### src/rtl/prco_decode_stage_pkg.sv
// Shared PRCO ISA definitions: opcode constants, control-bundle layout,
// skid-buffer states and the opcode decode table.
package prco_decode_stage_pkg;

    localparam int OPC_W = 8;

    localparam logic [OPC_W-1:0] OP_NOP  = 8'h00;
    localparam logic [OPC_W-1:0] OP_MOVI = 8'h01;
    localparam logic [OPC_W-1:0] OP_MOV  = 8'h02;
    localparam logic [OPC_W-1:0] OP_ADD  = 8'h03;
    localparam logic [OPC_W-1:0] OP_LW   = 8'h04;
    localparam logic [OPC_W-1:0] OP_SW   = 8'h05;

    typedef struct packed {
        logic reg_we;
        logic req_alu;
        logic req_ram;
        logic mem_we;
        logic illegal;
    } ctrl_t;

    localparam int CTRL_W = $bits(ctrl_t);

    typedef enum logic [1:0] {
        BUF_EMPTY,
        BUF_ONE,
        BUF_FULL
    } buf_state_e;

    // Unknown opcodes get an all-zero bundle but are flagged, never dropped.
    function automatic ctrl_t decode_ctrl(input logic [OPC_W-1:0] op);
        ctrl_t c;
        c = '0;
        case (op)
            OP_NOP:  c = '0;
            OP_MOVI: c.reg_we = 1'b1;
            OP_MOV:  begin c.reg_we = 1'b1; c.req_alu = 1'b1; end
            OP_ADD:  begin c.reg_we = 1'b1; c.req_alu = 1'b1; end
            OP_LW:   begin c.reg_we = 1'b1; c.req_ram = 1'b1; end
            OP_SW:   begin c.req_ram = 1'b1; c.mem_we = 1'b1; end
            default: c.illegal = 1'b1;
        endcase
        return c;
    endfunction

endpackage

### src/rtl/prco_decode_stage_if.sv
// Fetch-side and issue-side handshake plus the decoded bundle of the PRCO
// decode stage; slave is the stage itself, master is whoever drives it.
interface prco_decode_stage_if #(
    parameter int INSTR_W = 16,
    parameter int OP_W    = 5,
    parameter int REG_W   = 3,
    parameter int IMM_W   = 8,
    parameter int DATA_W  = 16,
    parameter int CNT_W   = 16
);
    logic               i_valid;
    logic               q_ready;
    logic [INSTR_W-1:0] i_instr;
    logic               i_flush;
    logic               q_valid;
    logic               i_ready;
    logic [OP_W-1:0]    q_op;
    logic [REG_W-1:0]   q_seld;
    logic [REG_W-1:0]   q_sela;
    logic [IMM_W-1:0]   q_imm;
    logic [DATA_W-1:0]  q_simm;
    logic               q_reg_we;
    logic               q_req_alu;
    logic               q_req_ram;
    logic               q_mem_we;
    logic               q_illegal;
    logic [CNT_W-1:0]   q_dec_count;

    modport slave (
        input  i_valid, i_instr, i_flush, i_ready,
        output q_ready, q_valid, q_op, q_seld, q_sela, q_imm, q_simm,
               q_reg_we, q_req_alu, q_req_ram, q_mem_we, q_illegal, q_dec_count
    );

    modport master (
        output i_valid, i_instr, i_flush, i_ready,
        input  q_ready, q_valid, q_op, q_seld, q_sela, q_imm, q_simm,
               q_reg_we, q_req_alu, q_req_ram, q_mem_we, q_illegal, q_dec_count
    );

endinterface

### src/rtl/prco_decode_stage_skid_buf.sv
// prco_skid_buf: valid/ready payload buffer. With PRCO_DECODE_SKID_EN it is a
// 2-entry skid buffer with registered in_ready; otherwise a single register.
module prco_skid_buf
    import prco_decode_stage_pkg::*;
#(
    parameter int W = 8
) (
    input  logic         clk,
    input  logic         rst,
    input  logic         flush,
    input  logic         in_valid,
    output logic         in_ready,
    input  logic [W-1:0] in_data,
    output logic         out_valid,
    input  logic         out_ready,
    output logic [W-1:0] out_data
);

`ifdef PRCO_DECODE_SKID_EN

    buf_state_e   state_q, state_d;
    logic [W-1:0] out_q, out_d;
    logic [W-1:0] skid_q, skid_d;
    logic         push, pop;

    assign in_ready  = (state_q != BUF_FULL);
    assign out_valid = (state_q != BUF_EMPTY);
    assign out_data  = out_q;
    assign push      = in_valid && in_ready && !flush;
    assign pop       = out_valid && out_ready;

    // The skid entry always refills the output register before any new word.
    always_comb begin
        state_d = state_q;
        out_d   = out_q;
        skid_d  = skid_q;
        if (flush) begin
            state_d = BUF_EMPTY;
        end else begin
            case (state_q)
                BUF_EMPTY: begin
                    if (push) begin
                        out_d   = in_data;
                        state_d = BUF_ONE;
                    end
                end
                BUF_ONE: begin
                    if (push && pop) begin
                        out_d = in_data;
                    end else if (push) begin
                        skid_d  = in_data;
                        state_d = BUF_FULL;
                    end else if (pop) begin
                        state_d = BUF_EMPTY;
                    end
                end
                BUF_FULL: begin
                    if (pop) begin
                        out_d   = skid_q;
                        state_d = BUF_ONE;
                    end
                end
                default: state_d = BUF_EMPTY;
            endcase
        end
    end

    always_ff @(posedge clk or posedge rst) begin
        if (rst) begin
            state_q <= BUF_EMPTY;
            out_q   <= '0;
            skid_q  <= '0;
        end else begin
            state_q <= state_d;
            out_q   <= out_d;
            skid_q  <= skid_d;
        end
    end

`else

    logic         valid_q, valid_d;
    logic [W-1:0] data_q, data_d;
    logic         push;

    assign in_ready  = !valid_q || out_ready;
    assign out_valid = valid_q;
    assign out_data  = data_q;
    assign push      = in_valid && in_ready && !flush;

    always_comb begin
        valid_d = valid_q;
        data_d  = data_q;
        if (flush) begin
            valid_d = 1'b0;
        end else if (push) begin
            valid_d = 1'b1;
            data_d  = in_data;
        end else if (out_ready) begin
            valid_d = 1'b0;
        end
    end

    always_ff @(posedge clk or posedge rst) begin
        if (rst) begin
            valid_q <= 1'b0;
            data_q  <= '0;
        end else begin
            valid_q <= valid_d;
            data_q  <= data_d;
        end
    end

`endif

endmodule

### src/rtl/prco_decode_stage.sv
// PRCO decode stage: field split, control decode, handshake buffering and an
// accept counter. Buffer depth selected by PRCO_DECODE_SKID_EN.
module prco_decode_stage
    import prco_decode_stage_pkg::*;
#(
    parameter int INSTR_W = 16,
    parameter int OP_W    = 5,
    parameter int REG_W   = 3,
    parameter int IMM_W   = 8,
    parameter int SIMM_W  = 5,
    parameter int DATA_W  = 16,
    parameter int CNT_W   = 16
) (
    input  logic              i_clk,
    input  logic              i_rst,
    prco_decode_stage_if.slave bus
);

    localparam int PAY_W = OP_W + 2*REG_W + IMM_W + DATA_W + CTRL_W;

    logic [OP_W-1:0]   op_in;
    logic [REG_W-1:0]  seld_in;
    logic [REG_W-1:0]  sela_in;
    logic [IMM_W-1:0]  imm_in;
    logic [DATA_W-1:0] simm_in;
    ctrl_t             ctrl_in;
    ctrl_t             ctrl_out;
    logic [PAY_W-1:0]  pay_in;
    logic [PAY_W-1:0]  pay_out;
    logic              ready;
    logic              accept;
    logic [CNT_W-1:0]  cnt_q, cnt_d;

    assign op_in   = bus.i_instr[INSTR_W-1 -: OP_W];
    assign seld_in = bus.i_instr[INSTR_W-OP_W-1 -: REG_W];
    assign sela_in = bus.i_instr[INSTR_W-OP_W-2*REG_W +: REG_W];
    assign imm_in  = bus.i_instr[IMM_W-1:0];
    assign simm_in = {{(DATA_W-SIMM_W){bus.i_instr[SIMM_W-1]}}, bus.i_instr[SIMM_W-1:0]};
    assign ctrl_in = decode_ctrl(OPC_W'(op_in));
    assign pay_in  = {op_in, seld_in, sela_in, imm_in, simm_in, ctrl_in};

    prco_skid_buf #(
        .W (PAY_W)
    ) u_skid (
        .clk       (i_clk),
        .rst       (i_rst),
        .flush     (bus.i_flush),
        .in_valid  (bus.i_valid),
        .in_ready  (ready),
        .in_data   (pay_in),
        .out_valid (bus.q_valid),
        .out_ready (bus.i_ready),
        .out_data  (pay_out)
    );

    assign bus.q_ready = ready;
    assign {bus.q_op, bus.q_seld, bus.q_sela, bus.q_imm, bus.q_simm, ctrl_out} = pay_out;
    assign bus.q_reg_we  = ctrl_out.reg_we;
    assign bus.q_req_alu = ctrl_out.req_alu;
    assign bus.q_req_ram = ctrl_out.req_ram;
    assign bus.q_mem_we  = ctrl_out.mem_we;
    assign bus.q_illegal = ctrl_out.illegal;

    // Counts accepts, so words later discarded by a flush are still included.
    assign accept = bus.i_valid && ready && !bus.i_flush;

    always_comb begin
        cnt_d = cnt_q;
        if (accept) begin
            cnt_d = cnt_q + CNT_W'(1);
        end
    end

    always_ff @(posedge i_clk or posedge i_rst) begin
        if (i_rst) begin
            cnt_q <= '0;
        end else begin
            cnt_q <= cnt_d;
        end
    end

    assign bus.q_dec_count = cnt_q;

endmodule

### src/flat_wrapper.sv
// flat-port wrapper written by rule: the top's interface ports become plain ports
module prco_decode_stage_flat import prco_decode_stage_pkg::*;
#(
    parameter int INSTR_W = 16,
    parameter int OP_W    = 5,
    parameter int REG_W   = 3,
    parameter int IMM_W   = 8,
    parameter int SIMM_W  = 5,
    parameter int DATA_W  = 16,
    parameter int CNT_W   = 16
)
  (i_clk, i_rst, bus_i_valid, bus_i_instr, bus_i_flush, bus_i_ready, bus_q_ready, bus_q_valid, bus_q_op, bus_q_seld, bus_q_sela, bus_q_imm, bus_q_simm, bus_q_reg_we, bus_q_req_alu, bus_q_req_ram, bus_q_mem_we, bus_q_illegal, bus_q_dec_count);
  prco_decode_stage_if #(.INSTR_W(INSTR_W), .OP_W(OP_W), .REG_W(REG_W), .IMM_W(IMM_W), .DATA_W(DATA_W), .CNT_W(CNT_W)) bus_i ();
  input  logic i_clk;
  input  logic i_rst;
  input wire logic [$bits(bus_i.i_valid)-1:0] bus_i_valid;
  input wire logic [$bits(bus_i.i_instr)-1:0] bus_i_instr;
  input wire logic [$bits(bus_i.i_flush)-1:0] bus_i_flush;
  input wire logic [$bits(bus_i.i_ready)-1:0] bus_i_ready;
  output wire logic [$bits(bus_i.q_ready)-1:0] bus_q_ready;
  output wire logic [$bits(bus_i.q_valid)-1:0] bus_q_valid;
  output wire logic [$bits(bus_i.q_op)-1:0] bus_q_op;
  output wire logic [$bits(bus_i.q_seld)-1:0] bus_q_seld;
  output wire logic [$bits(bus_i.q_sela)-1:0] bus_q_sela;
  output wire logic [$bits(bus_i.q_imm)-1:0] bus_q_imm;
  output wire logic [$bits(bus_i.q_simm)-1:0] bus_q_simm;
  output wire logic [$bits(bus_i.q_reg_we)-1:0] bus_q_reg_we;
  output wire logic [$bits(bus_i.q_req_alu)-1:0] bus_q_req_alu;
  output wire logic [$bits(bus_i.q_req_ram)-1:0] bus_q_req_ram;
  output wire logic [$bits(bus_i.q_mem_we)-1:0] bus_q_mem_we;
  output wire logic [$bits(bus_i.q_illegal)-1:0] bus_q_illegal;
  output wire logic [$bits(bus_i.q_dec_count)-1:0] bus_q_dec_count;
  assign bus_i.i_valid = bus_i_valid;
  assign bus_i.i_instr = bus_i_instr;
  assign bus_i.i_flush = bus_i_flush;
  assign bus_i.i_ready = bus_i_ready;
  assign bus_q_ready = bus_i.q_ready;
  assign bus_q_valid = bus_i.q_valid;
  assign bus_q_op = bus_i.q_op;
  assign bus_q_seld = bus_i.q_seld;
  assign bus_q_sela = bus_i.q_sela;
  assign bus_q_imm = bus_i.q_imm;
  assign bus_q_simm = bus_i.q_simm;
  assign bus_q_reg_we = bus_i.q_reg_we;
  assign bus_q_req_alu = bus_i.q_req_alu;
  assign bus_q_req_ram = bus_i.q_req_ram;
  assign bus_q_mem_we = bus_i.q_mem_we;
  assign bus_q_illegal = bus_i.q_illegal;
  assign bus_q_dec_count = bus_i.q_dec_count;
  prco_decode_stage #(.INSTR_W(INSTR_W), .OP_W(OP_W), .REG_W(REG_W), .IMM_W(IMM_W), .SIMM_W(SIMM_W), .DATA_W(DATA_W), .CNT_W(CNT_W)) u_core (.i_clk(i_clk), .i_rst(i_rst), .bus(bus_i));
endmodule
### config.mk
export PLATFORM = sky130hd
export DESIGN_NAME = prco_decode_stage_flat
export DESIGN_NICKNAME = d
export VERILOG_FILES = /design/src/rtl/prco_decode_stage_pkg.sv /design/src/rtl/prco_decode_stage_if.sv /design/src/rtl/prco_decode_stage_skid_buf.sv /design/src/rtl/prco_decode_stage.sv /design/src/flat_wrapper.sv
export SDC_FILE = /design/constraint.sdc
export NUM_CORES = 1
export LEC_CHECK = 0
export ABC_AREA = 1
export BUFFER_PORTS_ARGS = -buffer_cell sky130_fd_sc_hd__buf_4
export CORE_UTILIZATION = 50
export CTS_BUF_LIST = sky130_fd_sc_hd__clkbuf_2 sky130_fd_sc_hd__clkbuf_4 sky130_fd_sc_hd__clkbuf_8
export CTS_CLUSTER_SIZE = 25
export DETAILED_ROUTE_END_ITERATION = 12
export PLACE_DENSITY = 0.86
export RECOVER_POWER = 100
export SYNTH_ARGS = -nofsm -noshare
export SYNTH_HDL_FRONTEND = slang
export SYNTH_SLANG_ARGS = --single-unit
### constraint.sdc
create_clock -name i_clk -period 1.3 [get_ports i_clk]
set_input_delay 0.13 -clock i_clk [delete_from_list [all_inputs] [get_ports i_clk]]
set_output_delay 0.13 -clock i_clk [all_outputs]
set_load 0.05 [all_outputs]
## Word level (Yosys, flattened, before mapping)

Index checks and enable logic that the tools add are counted.

- $add $sub $neg: 1
- Eq/ne operators: 5
- Mux-type cells: 8
- Bitwise gates (word level): 1
- Reduce and logical (&&, ||, !) cells: 12

Operators by type and width:

| kind | count |
|---|---|
| $add A16 B1 Y16 const B | 1 |
| $eq A5 B2 Y1 const B | 2 |
| $eq A5 B3 Y1 const B | 2 |
| $mux W1 | 8 |
| $reduce_or A6 Y1 | 1 |
| $eq A5 B1 Y1 const B | 1 |
| $logic_not A5 Y1 | 1 |
| $reduce_or A2 Y1 | 2 |
| $reduce_or A4 Y1 | 1 |
| $reduce_bool A3 Y1 | 1 |
| $logic_and A1 B1 Y1 | 2 |
| $logic_not A1 Y1 | 2 |
| $reduce_and A2 Y1 | 1 |
| $logic_or A1 B1 Y1 | 1 |
| $not A1 Y1 | 1 |

- Register bits after elaboration: 57
- Bits of input ports: 21
- Word-level logic and storage cells: 30

## Logic depth before layout (Yosys ltp)

- Depth after elaboration: 6
- Depth in mapped cells: 8

## Modules after synthesis

Synthesis repeated with hierarchy kept, for this count alone.

- Cell total of the unflattened synthesis: 301
- Area total of the unflattened synthesis: 2,555.0 µm²

Modules (own cells, without submodules):

| module | times used | cells each | area an instance (µm²) | seq. area each (µm²) |
|---|---|---|---|---|
| prco_skid_buf | 1 | 180 | 1,634.1 | 1,026.0 |
| prco_decode_stage | 1 | 121 | 920.9 | 400.4 |

## Worst setup path before layout

No wires, ideal clock.

- Path kind: flip-flop to flip-flop
- Start: register u_core.u_skid.valid_q (netlist: u_core.u_skid.out_valid)
- End: register u_core.u_skid.data_q[37] (netlist: u_core.u_skid.out_data[37])
- Setup time: 74 ps
- Data arrival time: 1,557 ps
- Required time: 1,226 ps
- Slack: -331 ps
- Stages on the path, launching flop included: 7
- Buffers on the path: 2
- Period minus slack after synthesis: 1,631 ps
- Cells stage by stage: dfrtp_1 -> nand2_2 -> nand2_4 -> buf_6 -> buf_6 -> nand2_1 -> o21ai_2

- Cells in the longest elaborated chain, start to end: 5

Ends and longest elaborated chain:

| what | RTL line | source |
|---|---|---|
| start: declaration | prco_decode_stage_skid_buf.sv:82 | `logic valid_q, valid_d;` |
| start signal: assignment | prco_decode_stage_skid_buf.sv:109 | `valid_q <= valid_d;` |
| $logic_not A1 Y1 | prco_decode_stage_skid_buf.sv:86 | `assign in_ready = !valid_q \|\| out_ready;` |
| $logic_or A1 B1 Y1 | prco_decode_stage_skid_buf.sv:86 |  |
| via bus_q_ready | flat_wrapper.sv:20 | `output wire logic [$bits(bus_i.q_ready)-1:0] bus_q_ready;` |
| $logic_and A1 B1 Y1 (2 in a row) | prco_decode_stage_skid_buf.sv:89 | `assign push = in_valid && in_ready && !flush;` |
| $reduce_and A2 Y1 (no source line) | n/a |  |
| end signal: assignment | prco_decode_stage_skid_buf.sv:110 | `data_q <= data_d;` |
| end: declaration | prco_decode_stage_skid_buf.sv:83 | `logic [W-1:0] data_q, data_d;` |

The timed path passes the listed nets, and every way through them passes these cells.
A chain may end at the register's enable or synchronous reset.

## Worst setup path after layout

- Start: register u_core.u_skid.valid_q (netlist: u_core.u_skid.out_valid)
- End: register u_core.u_skid.data_q[3] (netlist: u_core.u_skid.out_data[3])

- Cells in the longest elaborated chain, start to end: 5

Ends and longest elaborated chain:

| what | RTL line |
|---|---|
| $logic_not A1 Y1 | prco_decode_stage_skid_buf.sv:86 |
| $logic_or A1 B1 Y1 | prco_decode_stage_skid_buf.sv:86 |
| $logic_and A1 B1 Y1 (2 in a row) | prco_decode_stage_skid_buf.sv:89 |
| $reduce_and A2 Y1 (no source line) | n/a |

Every way passes these cells.

==> results.md <==
- Status: complete, no violations
- Vias in the first global route: 1459
- Final setup viols: 0
- Max-slew violation count: 0
- Distinct cells, synth: 23
- FILL cells: 328
- Delay-heaviest family, CP: flip-flops
- Crit Path Max Fanout: 11
- Post-Route WL: 4.00 mm
- Grt ovf: 0
- Residual DRC: 0
- Setup crit start kind: register
- Mapped Area: 0.00192 mm2
- Worst path required time: 1.52 ns
- Final core area utilization: 68.0%
- Starting Density: 52.5%
- # diodes: 0
- Cell Area, Placed: 0.00246 mm2
- Tcrit/Tclk final: 94.3%
- Synth top area cells: dfrtp_1, nand2_1, buf_4
- First drt pass iteration count: 4
- CTS buffer count: 5
- Final-report hold violation count: 0
- Reg2reg end: u_core.u_skid.out_data[3]$_DFFE_PP0P_
- Area Growth Syn to Fin: 29.6%
- Crit path DAT: 1.44 ns
- Worst-Margin Slew: 0.502 ns
- Row cnt: 22
- Largest net degree at the start of global routing: 39
- Port bufs: 78
- Cell area after layout: 0.00249 mm2
- Worst R2R Setup Slack: 0.07 ns
- Cells after Synth: 234
- Final Critical Period: 1.23 ns
- CTS Buffer Depth: 2
- First-pass GRT wire length: 6.76 mm
- Max cap viols: 0
- Power share of the clock group: 17.9%
- Via Count: 1675
- R2r startpoint: u_core.u_skid.out_valid$_DFFE_PP0P_
- Critical Path End Type: register
- Hold Crit Depth: 2
- Synth top area share: 49.5%
- Dpl cells: 340
- Maximum VDD drop: 1.34 mV
- H-tree levels: 2
- Routed length per instance: 11.5 um
- Total track usage: 21.7%
- Static leakage: 0.00133 uW
- Ports: 79
- Initial antenna violation count: 0
- Post-DRT Antenna Nets: 0
- Nets: 323
- Syn Area/Cell: 8.21 um2
- Initial drt markers: 75
- Vias/cell: 4.80
- Power Internal: 2210 uW
- Yosys reg bits: 38
- Sequential group share of total power: 38.6%
- RSZ-0062 raised after global routing: true
- Skew final: 0.00483 ns
- Slew HR: 66.6%
- Worst hold path class: input port to register
- Layout cells sized above 1: 38.9%
- Core Box Area: 0.00366 mm2
- Clk slew on worst S/H paths: 0.07 ns
- Sw frac: 46.0%
- Gp weighted congestion: 0.858
- Maximum clock rate: 816 MHz
- Critical path's slowest cell: dfrtp_1
- Clock latency at the later pin of the worst-skew pair: 0.28 ns
- R2R depth: 6
- Switching Power: 1880 uW
- CTS tree: done
- Seq/Total Area, Yosys: 49.5%
- Power, Total: 4080 uW
- Hold Path End: u_core.u_skid.out_valid$_DFFE_PP0P_
- DIE AREA: 0.00410 mm2
- Crit path cell chain: nand2_8, nand2_4, inv_2, buf_12, nor2_1, nor2_1
- Die Span Y: 64.0 um
- Die W: 64.0 um
- Non-filler cells, final: 349
- Crit path largest cell delay: 0.44 ns
- PwrDens: 1640 mW/mm2
- Clock sinks: 38
- WS Path Type: register to register
- Comb power frac: 43.5%
- Crit path top cell by count: nor2_1
- Synth Warn #: 0
- DP Wirelength: 2.96 mm
- Root buffer cell: clkbuf_8
- Hold Crit Start: bus_i_flush
- Area leader, netlist: dfrtp_1
- Mapped Nets: 256
- Buf/Inv on CP: 2
[power groups by stage]
stage	combinational [uW]	clock (uW)	sequential, uW
floorplan	795	0	2180
global placement	1820	0	1580
detailed placement	1840	0	1600
CTS	1850	755	1580
global route	1880	813	1600
finish	1780	731	1580
[worst register-to-register path: stages, from the launching register on]
cell and delay [ns]:
dfrtp_1 0.44, nand2_8 0.12, nand2_4 0.11, inv_2 0.21, buf_12 0.16, nor2_1 0.04
nor2_1 0.10
[logic make-up (layout without fill, tap and decap cells)]
kind of cell | count (synthesis) | count (layout) | share of synthesized area, %
XOR/XNOR | 6 | 6 | 2.73
adder cells (fa/ha/maj) | 1 | 1 | 0.651
AO/OA/AOI/OAI | 9 | 9 | 2.93
AND/OR/NAND/NOR | 137 | 137 | 30.5
buffers and inverters | 43 | 110 | 13.7
flip-flops | 38 | 38 | 49.5
[placed cells by master, fill, tap and decap left out]
master and count:
nand2_2 3, nor2_1 15, nand2_1 93, nand3_1 10, a21oi_1 1, dfrtp_2 10, nand4_1 2, nor3_1 1
o21ai_1 3, ha_4 1, nand3b_1 4, xor2_1 4, clkbuf_4 2, inv_1 18, clkbuf_8 5, dfrtp_1 28
o21ai_0 2, buf_12 1, nand2_8 1, o21ai_2 3, inv_2 1, clkbuf_2 32, nor2_2 3, buf_4 48
nand2_4 1, clkinv_2 2, nor2_4 4, xnor2_1 2, dlygate4sd3_1 1
[repair_timing]
item / in CTS / in global routing
hold endpoints to repair: 38 / 0
endpoints found under the setup margin: 0 / 18
hold buffers: 1 / 0
gates resized for setup: 0 / 5
buffers inserted: 0 / 1
[synthesized netlist by cell type]
cell type,instances
nand2_2,2
nand4_1,2
nand2_4,1
nand3_1,10
inv_2,1
nand2_1,95
xor2_1,4
ha_1,1
nor3_1,1
xnor2_1,2
a21oi_1,1
nor2_2,4
dfrtp_1,38
inv_1,18
o21ai_1,3
nand3b_1,4
buf_4,19
o21ai_0,2
nor2_1,16
buf_6,4
o21ai_2,3
buf_2,1
nor2_4,2
[flip-flops by register name, indices dropped and copies added, names as in the netlist]
register,count
u_core.bus.q_dec_count,16
u_core.u_skid.out_data,21
u_core.u_skid.out_valid,1
[final cells by class]
| cell class | instances | area [um2] | share of cell area [%] |
|---|---|---|---|
| Clock inverter | 2 | 10.0 | 0.402 |
| Sequential cell | 38 | 963 | 38.7 |
| Clock buffer | 5 | 68.8 | 2.76 |
| Multi-Input combinational cell | 153 | 751 | 30.2 |
| Tap cell | 48 | 60.1 | 2.41 |
| Timing Repair Buffer | 84 | 566 | 22.7 |
| Inverter | 19 | 71.3 | 2.86 |
[through the flow]
stage / setup slack (ns) / TNS (ns) / hold slack [ns]
3_3_place_gp: 0.101 / 0 / 0.278
3_5_place_dp: 0.0833 / 0 / 0.276
5_1_grt: -0.0404 / -0.0853 / 0.00676
4_1_cts: 0.0350 / 0 / 0.00877
2_1_floorplan: -0.0461 / -0.140 / 0.189
6_report: 0.0738 / 0 / 0.0211
[per-layer routing]
metal | vias to the layer above | routed length [um] | GRT usage [%]
li1 | 834 | - | -
met1 | 780 | 1680 | 26.4
met2 | 57 | 2010 | 36.0
met3 | 4 | 262 | 6.96
met4 | 0 | 46 | 7.67
met5 | - | 0 | 0
[worst max-delay path by stage]
stage                                                        end                                   start  slack (ns)  cells past startpoint
final                      u_core.u_skid.out_data[3]$_DFFE_PP0P_     u_core.u_skid.out_valid$_DFFE_PP0P_        0.07                      6
after global routing      u_core.bus.q_dec_count[12]$_DFFE_PP0P_   u_core.bus.q_dec_count[1]$_DFFE_PP0P_       -0.04                      8
after CTS                                         bus_q_simm[11]  u_core.u_skid.out_data[25]$_DFFE_PP0P_        0.04                      1
after detailed placement  u_core.bus.q_dec_count[14]$_DFFE_PP0P_   u_core.bus.q_dec_count[0]$_DFFE_PP0P_        0.08                      8
after global placement     u_core.bus.q_dec_count[4]$_DFFE_PP0P_     u_core.u_skid.out_valid$_DFFE_PP0P_        0.10                      5
after floorplan           u_core.bus.q_dec_count[12]$_DFFE_PP0P_   u_core.bus.q_dec_count[1]$_DFFE_PP0P_       -0.05                      8
Power figures use the tool's default switching activity.
